[src/rtl/traffic_pkg.sv]
// Phase codes and lamp-word bit ordering shared by the phase timer and the
// downstream NS/EW lamp controller.
package traffic_pkg;

    typedef enum logic [2:0] {
        NS_GREEN  = 3'd0,
        NS_YELLOW = 3'd1,
        ALL_RED_A = 3'd2,
        EW_GREEN  = 3'd3,
        EW_YELLOW = 3'd4,
        ALL_RED_B = 3'd5,
        PED_WALK  = 3'd6
    } phase_e;

    localparam int LAMP_W  = 7;
    localparam int LB_EW_R = 0;
    localparam int LB_EW_Y = 1;
    localparam int LB_EW_G = 2;
    localparam int LB_NS_R = 3;
    localparam int LB_NS_Y = 4;
    localparam int LB_NS_G = 5;
    localparam int LB_WALK = 6;

    // Unknown codes decode to all-red so the lamps fail safe.
    function automatic logic [LAMP_W-1:0] lamps_of(input phase_e p);
        logic [LAMP_W-1:0] l;
        l = '0;
        case (p)
            NS_GREEN:  begin l[LB_NS_G] = 1'b1; l[LB_EW_R] = 1'b1; end
            NS_YELLOW: begin l[LB_NS_Y] = 1'b1; l[LB_EW_R] = 1'b1; end
            EW_GREEN:  begin l[LB_NS_R] = 1'b1; l[LB_EW_G] = 1'b1; end
            EW_YELLOW: begin l[LB_NS_R] = 1'b1; l[LB_EW_Y] = 1'b1; end
            PED_WALK:  begin l[LB_NS_R] = 1'b1; l[LB_EW_R] = 1'b1; l[LB_WALK] = 1'b1; end
            default:   begin l[LB_NS_R] = 1'b1; l[LB_EW_R] = 1'b1; end
        endcase
        return l;
    endfunction

endpackage

[src/rtl/traffic_phase_timer_phase_cnt.sv]
// Per-phase tick counter: synchronous clear on phase entry, tick-gated count,
// terminal compare against the current phase's last tick index.
module phase_cnt #(
    parameter int CNT_W = 8
) (
    input  logic             clk,
    input  logic             rst_n,
    input  logic             i_clr,
    input  logic             i_tick,
    input  logic [CNT_W-1:0] i_term,
    output logic [CNT_W-1:0] o_cnt,
    output logic             o_tc
);

    logic [CNT_W-1:0] r_cnt;

    always_ff @(posedge clk or negedge rst_n) begin
        if (!rst_n)
            r_cnt <= '0;
        else if (i_clr)
            r_cnt <= '0;
        else if (i_tick)
            r_cnt <= r_cnt + 1'b1;
    end

    assign o_cnt = r_cnt;
    assign o_tc  = (r_cnt == i_term);

endmodule

[src/rtl/traffic_phase_timer.sv]
// Two-axis traffic phase sequencer with pedestrian walk insertion; all lamp
// and status outputs are registered alongside the state.
module traffic_phase_timer
    import traffic_pkg::*;
#(
    parameter int GREEN_MIN = 4,
    parameter int GREEN_MAX = 10,
    parameter int YELLOW_T  = 2,
    parameter int ALLRED_T  = 1,
    parameter int WALK_T    = 3,
    parameter int CNT_W     = 8
) (
    input  logic       clk,
    input  logic       rst_n,
    input  logic       tick,
    input  logic       ns_req,
    input  logic       ew_req,
    input  logic       ped_req,
    output logic       ped_ack,
    output logic [2:0] phase,
    output logic       phase_chg,
    output logic       ns_g,
    output logic       ns_y,
    output logic       ns_r,
    output logic       ew_g,
    output logic       ew_y,
    output logic       ew_r,
    output logic       walk
);

    localparam logic [CNT_W-1:0] GMIN_M1 = CNT_W'(GREEN_MIN - 1);
    localparam logic [CNT_W-1:0] GMAX_M1 = CNT_W'(GREEN_MAX - 1);
    localparam logic [CNT_W-1:0] YEL_M1  = CNT_W'(YELLOW_T - 1);
    localparam logic [CNT_W-1:0] AR_M1   = CNT_W'(ALLRED_T - 1);
    localparam logic [CNT_W-1:0] WALK_M1 = CNT_W'(WALK_T - 1);

    phase_e              r_state;
    logic                r_ped_pending;
    logic                r_dir_ew;
    logic                r_ped_ack;
    logic                r_phase_chg;
    logic [LAMP_W-1:0]   r_lamps;

    phase_e              w_next;
    logic [CNT_W-1:0]    w_term;
    logic [CNT_W-1:0]    w_cnt;
    logic                w_tc;
    logic                w_clr;
    logic                w_enter_walk;

    always_comb begin
        w_term = GMAX_M1;
        case (r_state)
            NS_YELLOW, EW_YELLOW: w_term = YEL_M1;
            ALL_RED_A, ALL_RED_B: w_term = AR_M1;
            PED_WALK:             w_term = WALK_M1;
            default:              w_term = GMAX_M1;
        endcase
    end

    phase_cnt #(.CNT_W(CNT_W)) u_phase_cnt (
        .clk    (clk),
        .rst_n  (rst_n),
        .i_clr  (w_clr),
        .i_tick (tick),
        .i_term (w_term),
        .o_cnt  (w_cnt),
        .o_tc   (w_tc)
    );

    // Greens may leave early once the minimum has elapsed and someone is waiting.
    always_comb begin
        w_next = r_state;
        case (r_state)
            NS_GREEN:
                if (tick && (w_tc || (w_cnt >= GMIN_M1 && (ew_req || r_ped_pending))))
                    w_next = NS_YELLOW;
            NS_YELLOW: if (tick && w_tc) w_next = ALL_RED_A;
            ALL_RED_A: if (tick && w_tc) w_next = r_ped_pending ? PED_WALK : EW_GREEN;
            EW_GREEN:
                if (tick && (w_tc || (w_cnt >= GMIN_M1 && (ns_req || r_ped_pending))))
                    w_next = EW_YELLOW;
            EW_YELLOW: if (tick && w_tc) w_next = ALL_RED_B;
            ALL_RED_B: if (tick && w_tc) w_next = r_ped_pending ? PED_WALK : NS_GREEN;
            PED_WALK:  if (tick && w_tc) w_next = r_dir_ew ? EW_GREEN : NS_GREEN;
            default:   w_next = ALL_RED_B;
        endcase
    end

    assign w_clr        = (w_next != r_state);
    assign w_enter_walk = (w_next == PED_WALK) && (r_state != PED_WALK);

    always_ff @(posedge clk or negedge rst_n) begin
        if (!rst_n) begin
            r_state       <= NS_GREEN;
            r_ped_pending <= 1'b0;
            r_dir_ew      <= 1'b0;
            r_ped_ack     <= 1'b0;
            r_phase_chg   <= 1'b0;
            r_lamps       <= lamps_of(NS_GREEN);
        end else begin
            r_state     <= w_next;
            r_phase_chg <= w_clr;
            r_ped_ack   <= w_enter_walk;
            r_lamps     <= lamps_of(w_next);
            // A press on the walk entry edge is served by that walk.
            if (w_enter_walk)
                r_ped_pending <= 1'b0;
            else if (ped_req && r_state != PED_WALK)
                r_ped_pending <= 1'b1;
            if (r_state == ALL_RED_A && w_clr)
                r_dir_ew <= 1'b1;
            else if (r_state == ALL_RED_B && w_clr)
                r_dir_ew <= 1'b0;
        end
    end

    assign phase     = r_state;
    assign phase_chg = r_phase_chg;
    assign ped_ack   = r_ped_ack;
    assign ns_g      = r_lamps[LB_NS_G];
    assign ns_y      = r_lamps[LB_NS_Y];
    assign ns_r      = r_lamps[LB_NS_R];
    assign ew_g      = r_lamps[LB_EW_G];
    assign ew_y      = r_lamps[LB_EW_Y];
    assign ew_r      = r_lamps[LB_EW_R];
    assign walk      = r_lamps[LB_WALK];

endmodule

[config.mk]
export PLATFORM = sky130hd
export DESIGN_NAME = traffic_phase_timer
export DESIGN_NICKNAME = d
export VERILOG_FILES = /design/src/rtl/traffic_pkg.sv /design/src/rtl/traffic_phase_timer_phase_cnt.sv /design/src/rtl/traffic_phase_timer.sv
export SDC_FILE = /design/constraint.sdc
export NUM_CORES = 1
export LEC_CHECK = 0
export ABC_CLOCK_PERIOD_IN_PS = 5200
export CELL_PAD_IN_SITES_DETAIL_PLACEMENT = 1
export CELL_PAD_IN_SITES_GLOBAL_PLACEMENT = 1
export CORE_MARGIN = 2
export CORE_UTILIZATION = 44
export DETAILED_ROUTE_END_ITERATION = 6
export PLACE_DENSITY_LB_ADDON = 0.25
export SYNTH_ARGS = -nofsm -noshare
export SYNTH_HDL_FRONTEND = slang
export SYNTH_SLANG_ARGS = --single-unit
[constraint.sdc]
create_clock -name clk -period 5.2 [get_ports clk]
set_input_delay 1.04 -clock clk [delete_from_list [all_inputs] [get_ports clk]]
set_output_delay 1.04 -clock clk [all_outputs]
set_load 0.005 [all_outputs]
---- After elaboration in Yosys (flattened, before gate mapping) ----
Index checks and enable logic that the tools add are counted.
cells by class
  add/subtract/negate cells ............... 1
  muxes and demuxes ....................... 25
  eq/ne operators ......................... 13
  reductions and logical operators ........ 22
  magnitude comparators ................... 1
operator list
  operator               number
  $mux W3                9
  $pmux W3 S7            1
  $mux W8                2
  $eq A3 B3 Y1 const B   5
  $pmux W4 S3            1
  $mux W1                11
  $eq A3 B2 Y1 const B   3
  $logic_and A1 B1 Y1    9
  $add A8 B1 Y8 const B  1
  $eq A8 B4 Y1           1
  $ge A8 B2 Y1 const B   1
  $reduce_or A2 Y1       4
  $eq A3 B1 Y1 const B   2
  $logic_not A3 Y1       2
  $reduce_bool A2 Y1     3
  $logic_or A1 B1 Y1     4
  $ne A3 B3 Y1           1
  $ne A3 B3 Y1 const B   1
  $mux W2                1
word-level totals
  register bits ........................... 22
  input port bits ......................... 6
  logic and storage cells ................. 69

---- Longest topological paths before layout ----
Gate-level depths: netlist of run 1.
  depth after elaboration ................. 12
  depth in mapped cells ................... 9

---- Modules after synthesis ----
A second synthesis of run 1 with hierarchy kept.
second synthesis, totals
  cells, all modules ...................... 144
  area, all modules ....................... 1341.3 sq um
modules (own cells, without submodules)
  module               cells each  times used  seq. area each (sq um)  area an instance (sq um)
  traffic_phase_timer  95          1           352.8                   864.6
  phase_cnt            49          1           200.2                   476.7

---- Worst setup path after synthesis of run 1 ----
Ideal clock, no wire load.
  path type ............................... input -> register
  from .................................... input tick
  to ...................................... register r_dir_ew
  path buffers ............................ 1
  arrival time ............................ 2.586 ns
  slack ................................... 2.521 ns
  library setup time ...................... 0.094 ns
  stages on the path ...................... 7
  path through ............................ clkbuf_1 nor4b_1 nand3_1 o21ai_2 a211oi_1 and3_1 a211oi_1
on the way
  longest elaborated chain between the ends .. 6
RTL lines
  item                                           RTL line                                                text
  start: declaration                             traffic_phase_timer.sv:15                               input logic tick,
  $logic_and A1 B1 Y1 (on tied branches)         --
  $mux W3, or another cell as far along          traffic_phase_timer.sv:85                               PED_WALK: if (tick && w_tc) w_next = r_dir_ew ? EW_GREEN : NS_GREEN;
  $pmux W3 S7 (*)                                traffic_phase_timer.sv:74                               case (r_state)
  $ne A3 B3 Y1 (*)                               traffic_phase_timer.sv:90                               assign w_clr = (w_next != r_state);
  $logic_and A1 B1 Y1 (on tied branches)         traffic_phase_timer.sv:111, traffic_phase_timer.sv:113
  $mux W1 or $reduce_bool A2 Y1 (tied branches)  --
  end signal: assignment                         traffic_phase_timer.sv:97                               r_dir_ew <= 1'b0;
  end signal: assignment                         traffic_phase_timer.sv:112                              r_dir_ew <= 1'b1;
  end signal: assignment                         traffic_phase_timer.sv:114                              r_dir_ew <= 1'b0;
  end: declaration                               traffic_phase_timer.sv:39                               logic r_dir_ew;
Every way passes the cells marked *; elsewhere a longest branch is shown, timed or not.
A chain may end at the register's enable or synchronous reset.

---- Final worst setup path of run 1 ----
Ends and elaborated chain as after synthesis.

==> impl_results.md, run 1 <==
* Max Cap Viol at 0
* Worst Hold Class: reg -> reg
* Post-Layout Cell Count at 210
* Commonest non-fill, non-tap cell in the layout: dfrtp_1
* Main flop type after synthesis: dfrtp_1
* Vias in the first global route at roughly 1300
* Hold buffers post-CTS at 0
* Num CTS Buffers at 3
* Row cnt at 20
* Total Neg Setup Slack at 0 ns
* Minimum clock period after layout at 3.01 ns
* Die area at 0.00361 mm²
* Placer Congestion at 0.954
* Top sig layer: met4
* Drt wl/cell at 17.7 µm
* Starting Density at 45.7%
* Reg2reg path depth at 7
* Sequential area share after synthesis at 40.0%
* CP startpoint: tick
* Final WL at 3.72 mm
* R2r setup slk at 2.36 ns
* EDFF count, synth at 0
* Ports at 18
* CTS tree: done
* Worst Path Arrival at 3.24 ns
* Critical Path End: r_dir_ew$_DFFE_PN0P_
* IR drop worst, VDD at 235 µV
* Postcts setup bufs at 0
* CTS Buffer Depth at 2
* Placement Cell Area at 0.00156 mm²
* Syn-to-layout area delta at 16.7%
* DR WL met3 at approximately 160 µm
* Length of routed wiring on met1 at 1.60 mm
* Clock slew at reported path FFs at 0.13 ns
* Drt pass-1 iters at 4
* Skew-Pair Late Insertion Delay at roughly 0.31 ns
* Die X-Extent at 60.1 µm
* Post-synth top area share at 36.2%
* First-pass GRT wire length at ~6.4 mm
* Pwr Total at 0.000938 W
* Biggest area consumer among synthesized cells: dfrtp_1
* Mapped cell area at 0.00138 mm²
* Chip height at roughly 60 µm
* Via count at approximately 1200
* Final Hold Vio Count at 0
* Worst-Margin Slew at 0.954 ns
* Total GRT Usage at 24.0%
* Worst flop-to-flop path endpoint: r_dir_ew$_DFFE_PN0P_
* Placed cell count at 206
* WP data required at around 5.4 ns
* DRC at 0
* Count of cell types in the netlist at 50
* Port bufs at 17
* Synthesized area per cell at 8.92 µm²
* Global route overflow at 0
* PwrDens at just under 600 mW/mm²
* Core ar. at 0.00303 mm²
* Vias per inst at roughly 5.9
* WS Path Type: in -> reg
* F_max at around 330 MHz
* Htree depth at 1
* Clock Tree Root: clkbuf_4
* Gate Count Post-Synth at 155
* FF-to-FF Start: phase[1]$_DFF_PN0_
* Iteration-0 DRC Markers at 66
* Post-Layout Inst Area at 0.00161 mm²
* Initial antenna violation count at 0
* Clock skew at 0.00690 ns
* Number of synthesized register bits at 22
* Synth warnings at 0
* RSZ-0062 raised after global routing: false
* Status: finished, final reports clean
* Worst setup SP type: input port
* Worst rel slew slack at between 30% and 40%
* Crit path max fanout at 9
* Critical Path Sink Type: register
* ANT nets after route at 0
* LEAKAGE at 0.669 nW
* Post-cts gate resize count at 0
* Layout cells sized above 1 at 12.0%
* Final setup fails at 0
* Fraction of registers with async set/reset at 100%
* Final net count at approximately 170
* DP HPWL at between 2 and 3 mm
* ANT cells at 0
* Max-slew violation count at 0
* Final period util at between 50% and 60%
* Ranking of synthesized cells by area: dfrtp_1, nor2_1, dfstp_2
* CTS sink cnt at 22
* Post-Syn Nets at ~160
* Largest net degree at the start of global routing at 23
* DR WL met2 at about 1.9 mm
* Most frequent cells in the layout: dfrtp_1, nor2_1, clkdlybuf4s50_1, nand2_1, a21oi_1
==> through the flow <==
stage | setup WS (ns) | hold WS, ns | util (%)
finish | 2.19 | 0.588 | 53.3
global route | 2.07 | 0.613 | 53.3
CTS | 2.20 | 0.593 | 53.3
detailed placement | 1.91 | 0.560 | 51.6
global placement | 2.01 | 0.538 | 51.6
floorplan | 2.52 | 0.519 | -
==> critical path, cell delays in order <==
cell and delay (ns):
clkdlybuf4s50_1 0.66, nor4b_1 0.62, nand3_1 0.17, o21ai_2 0.21, a211oi_1 0.09, and3_1 0.20
a211oi_1 0.24
==> worst min-delay path by stage <==
| stage | start | end | slack (ns) | cells past startpoint |
|---|---|---|---|---|
| 2_1_floorplan | u_phase_cnt.o_cnt[5]$_DFFE_PN0P_ | u_phase_cnt.o_cnt[5]$_DFFE_PN0P_ | 0.52 | 2 |
| 3_3_place_gp | u_phase_cnt.o_cnt[5]$_DFFE_PN0P_ | u_phase_cnt.o_cnt[5]$_DFFE_PN0P_ | 0.54 | 2 |
| 3_5_place_dp | u_phase_cnt.o_cnt[5]$_DFFE_PN0P_ | u_phase_cnt.o_cnt[5]$_DFFE_PN0P_ | 0.56 | 2 |
| 4_1_cts | u_phase_cnt.o_cnt[5]$_DFFE_PN0P_ | u_phase_cnt.o_cnt[5]$_DFFE_PN0P_ | 0.59 | 2 |
| 5_1_grt | u_phase_cnt.o_cnt[5]$_DFFE_PN0P_ | u_phase_cnt.o_cnt[5]$_DFFE_PN0P_ | 0.61 | 2 |
| 6_report | u_phase_cnt.o_cnt[5]$_DFFE_PN0P_ | u_phase_cnt.o_cnt[5]$_DFFE_PN0P_ | 0.59 | 2 |
==> synth_stat cells (2+ instances only) <==
| library cell | number |
|---|---|
| and3_1 | 6 |
| nor2b_1 | 2 |
| nor3_1 | 2 |
| nor2_1 | 19 |
| nand4_1 | 4 |
| nand2_1 | 11 |
| dfrtp_1 | 20 |
| a21oi_1 | 10 |
| or2_2 | 2 |
| inv_1 | 6 |
| dfstp_2 | 2 |
| and2_1 | 2 |
| a21oi_2 | 2 |
| o21ai_0 | 7 |
| nor3_2 | 3 |
| nand3_1 | 4 |
| or3_1 | 2 |
| xor2_1 | 6 |
| clkbuf_1 | 8 |
| a211o_1 | 2 |
| a211oi_1 | 5 |
| mux2i_1 | 2 |
==> per-layer routing <==
metal,up-vias,global-route usage [%]
met5,-,0
met4,0,7.62
met3,6,4.55
met2,30,40.8
met1,627,30.6
li1,582,-
==> cells by family (layout without fill, tap and decap cells) <==
group / count (synthesis) / in the layout / share of synthesized area (%)
AND/OR/NAND/NOR: 65 / 65 / 25.3
AO/OA/AOI/OAI: 42 / 42 / 22.9
flip-flops: 22 / 22 / 40.0
buffers and inverters: 16 / 27 / 4.98
XOR/XNOR: 7 / 7 / 4.43
multiplexers: 2 / 2 / 1.45
adder cells (fa/ha/maj): 1 / 1 / 0.905
==> power breakdown <==
group	total [W]	internal (W)	switching, W
Combinational	0.000486	0.000214	0.000272
Clock	0.000133	0.0000779	0.0000552
Sequential	0.000319	0.000227	0.0000916
Total	0.000938	0.000519	0.000419
==> state kept, by name, indices dropped and copies added, names as in the netlist <==
register and count:
r_ped_pending 1, ped_ack 1, phase 3, phase_chg 1, u_phase_cnt.o_cnt 8, r_lamps 7, r_dir_ew 1
==> area by class of cell <==
cell class,instances,area [µm²]
clock inverters,1,30.0
repair buffers,17,170
inverters,6,22.5
clock buffers,3,22.5
well taps,44,55.1
flip-flops and latches,22,553
fillers,355,1410
multi-input cells,117,761
Power figures use the tool's default switching activity.
==> run 2: changes to the inputs <==
--- a/config.mk
+++ b/config.mk
@@ -5,11 +5,11 @@
 export SDC_FILE = /design/constraint.sdc
 export NUM_CORES = 1
 export LEC_CHECK = 0
-export ABC_CLOCK_PERIOD_IN_PS = 5200
+export ABC_CLOCK_PERIOD_IN_PS = 2540
 export CELL_PAD_IN_SITES_DETAIL_PLACEMENT = 1
 export CELL_PAD_IN_SITES_GLOBAL_PLACEMENT = 1
 export CORE_MARGIN = 2
-export CORE_UTILIZATION = 44
+export CORE_UTILIZATION = 37
 export DETAILED_ROUTE_END_ITERATION = 6
 export PLACE_DENSITY_LB_ADDON = 0.25
 export SYNTH_ARGS = -nofsm -noshare
==> constraint.sdc (replaced) <==
create_clock -name clk -period 2.54 [get_ports clk]
set_input_delay 0.508 -clock clk [delete_from_list [all_inputs] [get_ports clk]]
set_output_delay 0.508 -clock clk [all_outputs]
set_load 0.005 [all_outputs]
==> impl_results.md, run 2 (synthesis results as in run 1) <==
* Critical Path Sink Type: register
* Largest net degree at the start of global routing at 23
* Most frequent cells in the layout: nor2_1, dfrtp_1, clkdlybuf4s50_1, buf_4, nand2_1
* Drt pass-1 iters at 5
* Htree depth at 1
* Starting Density at 38.1%
* Max Cap Viol at 0
* Die area at 0.00424 mm²
* Vias per inst at between 5 and 6
* Minimum clock period after layout at 2.44 ns
* Die X-Extent at 65.1 µm
* CTS sink cnt at 22
* Ports at 18
* Worst flop-to-flop path endpoint: ped_ack$_DFF_PN0_
* Reg power frac at a little over a quarter
* Final Hold Vio Count at 0
* Crit path top cell by count: or3_4
* Crit path max fanout at 6
* Stages on the worst setup path at 7
* First-pass GRT wire length at roughly 6.1 mm
* Worst Path Arrival at 2.62 ns
* ANT nets after route at 0
* Post-Layout Cell Count at roughly 230
* Worst setup SP type: register
* Max stage delay cell, worst path: dfrtp_1
* Status: finished, final reports clean
* Via count at approximately 1300
* Post-Layout Inst Area at 0.00180 mm²
* Top sig layer: met4
* Total Neg Setup Slack at 0 ns
* DP HPWL at 2.90 mm
* IR drop worst, VDD at roughly 570 µV
* Max-slew violation count at 0
* LEAKAGE at 0.753 nW
* Placement Cell Area at 0.00168 mm²
* Final net count at 189
* Sw frac at between 40% and 50%
* WS Path Type: reg -> reg
* DR WL met2 at 2.07 mm
* Worst rel slew slack at roughly 62%
* Fill count at 437
* Row cnt at 22
* ANT cells at 0
* Clock skew at 0.00245 ns
* Postcts setup bufs at 0
* Num CTS Buffers at 3
* Vias in the first global route at approximately 1200
* Final period util at 96.0%
* Total GRT Usage at 19.1%
* Core ar. at 0.00363 mm²
* F_max at 410 MHz
* Pwr Total at about 0.0021 W
* CTS Buffer Depth at 2
* Area of the multi-input gates at slightly above 800 µm²
* CTS tree: done
* Syn-to-layout area delta at 29.9%
* Final setup fails at 0
* Chip height at approximately 65 µm
* Worst Hold Class: in -> async
* Final WL at approximately 3.8 mm
* DRC at 0
* Net Switching at ~0.00091 W
* Crit-path max cell delay at 0.43 ns
* Skew-Pair Late Insertion Delay at 0.26 ns
* PwrDens at ~1200 mW/mm²
* Worst-Margin Slew at 0.569 ns
* Drt wl/cell at 16.5 µm
* Max FFs per register at 8
* Clock slew at reported path FFs at ~0.080 ns
* R2r setup slk at 0.10 ns
* Layout cells sized above 1 at 21.5%
* Placed cell count at 225
* DR WL met3 at 83 µm
* Clock Tree Root: clkbuf_8
* Cell Chain, Critical Path: or3_4 > or3_4 > o311ai_4 > o21ai_2 > a211o_1 > or2_4 > nor3_2
* Combinational power share at roughly three fifths
* FF+latch area at between 500 and 600 µm²
* RSZ-0062 raised after global routing: false
* Internal at 0.00124 W
* Iteration-0 DRC Markers at 52
* Port bufs at 17
* Reg2reg path depth at 7
* Length of routed wiring on met1 at 1.60 mm
* Clock share of power at between 10% and 20%
* Global route overflow at 0
* FF-to-FF Start: u_phase_cnt.o_cnt[2]$_DFFE_PN0P_
* Initial antenna violation count at 0
* WP data required at 2.72 ns
* CP top delay family: simple AND/OR/NAND/NOR gates
* WP buf/inv at 0
* Placer Congestion at 0.911
==> run 2: power groups by stage <==
stage	Sequential [W]	Clock [W]	Combinational (W)
floorplan	0.000536	0	0.000762
global placement	0.000563	0	0.00115
detailed placement	0.000572	0	0.00119
CTS	0.000566	0.000330	0.00120
global route	0.000582	0.000345	0.00139
finish	0.000565	0.000321	0.00126
==> run 2: area by class of cell <==
type / instances / share of cell area, %
clock buffer: 3 / 2.30
clock inverter: 1 / 1.67
inverter: 6 / 1.25
multi-input combinational: 117 / 44.8
sequential: 22 / 30.9
tap: 48 / 3.34
timing repair buffer: 32 / 15.7
==> run 2: per-layer routing <==
layer  vias up  global-route usage (%)
li1        610                       -
met1       631                    23.4
met2        19                    35.7
met3         2                    3.08
met4         0                    3.13
met5         -                       0
==> run 2: per-stage QoR <==
step	utilization, %	hold slack [ns]	worst slack [ns]
detailed placement	46.2	0.565	0.0106
CTS	48.3	0.588	0.0942
global placement	46.2	0.544	0.0472
finish	49.4	0.592	0.101
global route	49.4	0.599	0.0106
floorplan	-	0.212	0.307
==> run 2: what timing repair did <==
item,4_1_cts,5_1_grt
gates cloned,0,0
endpoints found under the setup margin,2,11
pin swaps,0,0
hold buffers,0,0
gates resized for setup,1,7
==> run 2: how the worst max path moves through the flow <==
stage,startpoint,endpoint
finish,u_phase_cnt.o_cnt[2]$_DFFE_PN0P_,ped_ack$_DFF_PN0_
global route,u_phase_cnt.o_cnt[2]$_DFFE_PN0P_,r_dir_ew$_DFFE_PN0P_
global placement,u_phase_cnt.o_cnt[2]$_DFFE_PN0P_,ped_ack$_DFF_PN0_
CTS,u_phase_cnt.o_cnt[2]$_DFFE_PN0P_,ped_ack$_DFF_PN0_
detailed placement,u_phase_cnt.o_cnt[2]$_DFFE_PN0P_,ped_ack$_DFF_PN0_
floorplan,u_phase_cnt.o_cnt[2]$_DFFE_PN0P_,ped_ack$_DFF_PN0_
==> run 3: changes to the inputs <==
--- a/config.mk
+++ b/config.mk
@@ -8,10 +8,12 @@
 export ABC_CLOCK_PERIOD_IN_PS = 2540
 export CELL_PAD_IN_SITES_DETAIL_PLACEMENT = 1
 export CELL_PAD_IN_SITES_GLOBAL_PLACEMENT = 1
-export CORE_MARGIN = 2
+export CORE_MARGIN = 1.5
 export CORE_UTILIZATION = 37
+export CTS_BUF_LIST = sky130_fd_sc_hd__clkbuf_8 sky130_fd_sc_hd__clkbuf_16
 export DETAILED_ROUTE_END_ITERATION = 6
 export PLACE_DENSITY_LB_ADDON = 0.25
+export SLEW_MARGIN = 40
 export SYNTH_ARGS = -nofsm -noshare
 export SYNTH_HDL_FRONTEND = slang
 export SYNTH_SLANG_ARGS = --single-unit
==> impl_results.md, run 3 (synthesis results as in run 1) <==
* Skew-Pair Late Insertion Delay at roughly 0.27 ns
* Minimum clock period after layout at 2.41 ns
* ANT nets after route at 0
* Drt pass-1 iters at 4
* Drt wl/cell at ~17 µm
* WS Path Type: reg -> reg
* Reg2reg path depth at 7
* Total GRT Usage at around a fifth
* Core ar. at 0.00363 mm²
* First-pass GRT wire length at approximately 6.5 mm
* Fill count at 448
* Htree depth at 1
* Iteration-0 DRC Markers at 45
* DP HPWL at 2.91 mm
* ANT cells at 0
* Ports at 18
* Max-slew violation count at 0
* Placer Congestion at 0.899
* IR drop worst, VDD at between 500 and 600 µV
* Worst setup SP type: register
* Final net count at 190
* Worst-Margin Slew at between 0.4 and 0.5 ns
* Worst flop-to-flop path endpoint: ped_ack$_DFF_PN0_
* Die X-Extent at 64.1 µm
* Via count at 1266
* CP startpoint: u_phase_cnt.o_cnt[2]$_DFFE_PN0P_
* Final Hold Vio Count at 0
* Max Cap Viol at 0
* F_max at 415 MHz
* WP data required at 2.73 ns
* Status: finished, final reports clean
* Worst Hold Class: in -> async
* Total Neg Setup Slack at 0 ns
* LEAKAGE at 0.757 nW
* Chip height at 64.1 µm
* Global route overflow at 0
* Vias per inst at 5.50
* Commonest non-fill, non-tap cell in the layout: dfrtp_1
* DRC at 0
* Clock Tree Root: clkbuf_8
* Critical Path Sink Type: register
* Initial antenna violation count at 0
* Final setup fails at 0
* Num CTS Buffers at 3
* Worst rel slew slack at 68.9%
* Clock skew at 0.00600 ns
* Layout cells sized above 1 at 20.3%
* WHS at 0.582 ns
* CTS sink cnt at 22
* CTS Buffer Depth at 2
* Vias in the first global route at ~1300
* RSZ-0062 raised after global routing: false
* Clock slew at reported path FFs at 0.08 ns
* Most frequent cells in the layout: dfrtp_1, nor2_1, clkdlybuf4s50_1, buf_4, nand2_1
* Max FFs per register at 8
* Postcts setup bufs at 0
* Starting Density at a little under two fifths
* Syn-to-layout area delta at 27.5%
* Crit path max fanout at 6
* Final WL at 3.83 mm
* Worst Path Arrival at 2.60 ns
* Final period util at ~95%
* Row cnt at 22
* Port bufs at 17
* Die area at slightly above 0.004 mm²
* R2r setup slk at ~0.13 ns
* PwrDens at 1190 mW/mm²
* FF-to-FF Start: u_phase_cnt.o_cnt[2]$_DFFE_PN0P_
* Largest net degree at the start of global routing at 23
* CTS tree: done
run 3: worst max path at each step:
stage / endpoint / slack [ns]
floorplan: ped_ack$_DFF_PN0_ / 0.31
global placement: r_dir_ew$_DFFE_PN0P_ / 0.12
detailed placement: r_dir_ew$_DFFE_PN0P_ / 0.02
CTS: ped_ack$_DFF_PN0_ / 0.006
global route: r_dir_ew$_DFFE_PN0P_ / 0.01
finish: ped_ack$_DFF_PN0_ / 0.13
run 3: layout make-up:
type / count / area (µm²) / share of cell area, %
inverter: 6 / 22.5 / 1.28
clock buffer: 3 / 41.3 / 2.34
sequential: 22 / 553 / 31.4
tap: 48 / 60.1 / 3.41
clock inverter: 1 / 30.0 / 1.70
timing repair buffer: 33 / 290 / 16.5
multi-input combinational: 117 / 766 / 43.4
run 3: power breakdown:
group / internal (W) / leakage, nW / switching, W
Clock: 0.000211 / 0.0357 / 0.000119
Sequential: 0.000467 / 0.276 / 0.000101
Combinational: 0.000540 / 0.445 / 0.000655
Total: 0.00122 / 0.757 / 0.000876
run 3: critical path, stage by stage (launching register included):
cell	delay [ns]
dfrtp_1	0.40
or3_4	0.42
or3_4	0.40
a211oi_1	0.24
a221oi_1	0.13
a211o_1	0.36
or2_4	0.26
nor3_2	0.13
run 3: timing repair:
| item | in CTS | in global routing |
|---|---|---|
| hold buffers | 0 | 0 |
| endpoints found under the setup margin | 0 | 13 |
| resized for setup | 0 | 1 |
run 3: through the flow:
step           utilization [%]  power (W)  setup WS, ns  std cells  area (µm²)
2_1_floorplan                -    0.00130         0.307        155        1380
3_3_place_gp              46.4    0.00173         0.118        226        1690
3_5_place_dp              46.4    0.00177        0.0164        226        1690
4_1_cts                   48.4    0.00210       0.00644        230        1760
5_1_grt                   48.5    0.00225        0.0117        230        1760
6_report                  48.5    0.00209         0.129        230        1760
run 3: routing by layer:
metal  wire, µm  track usage (%)  part of all wire (%)
met1       1710             25.2                    44
met2       1960             35.8                    51
met3        116             3.52                   3.0
met4         51             5.59                   1.3
met5          0                0                     0
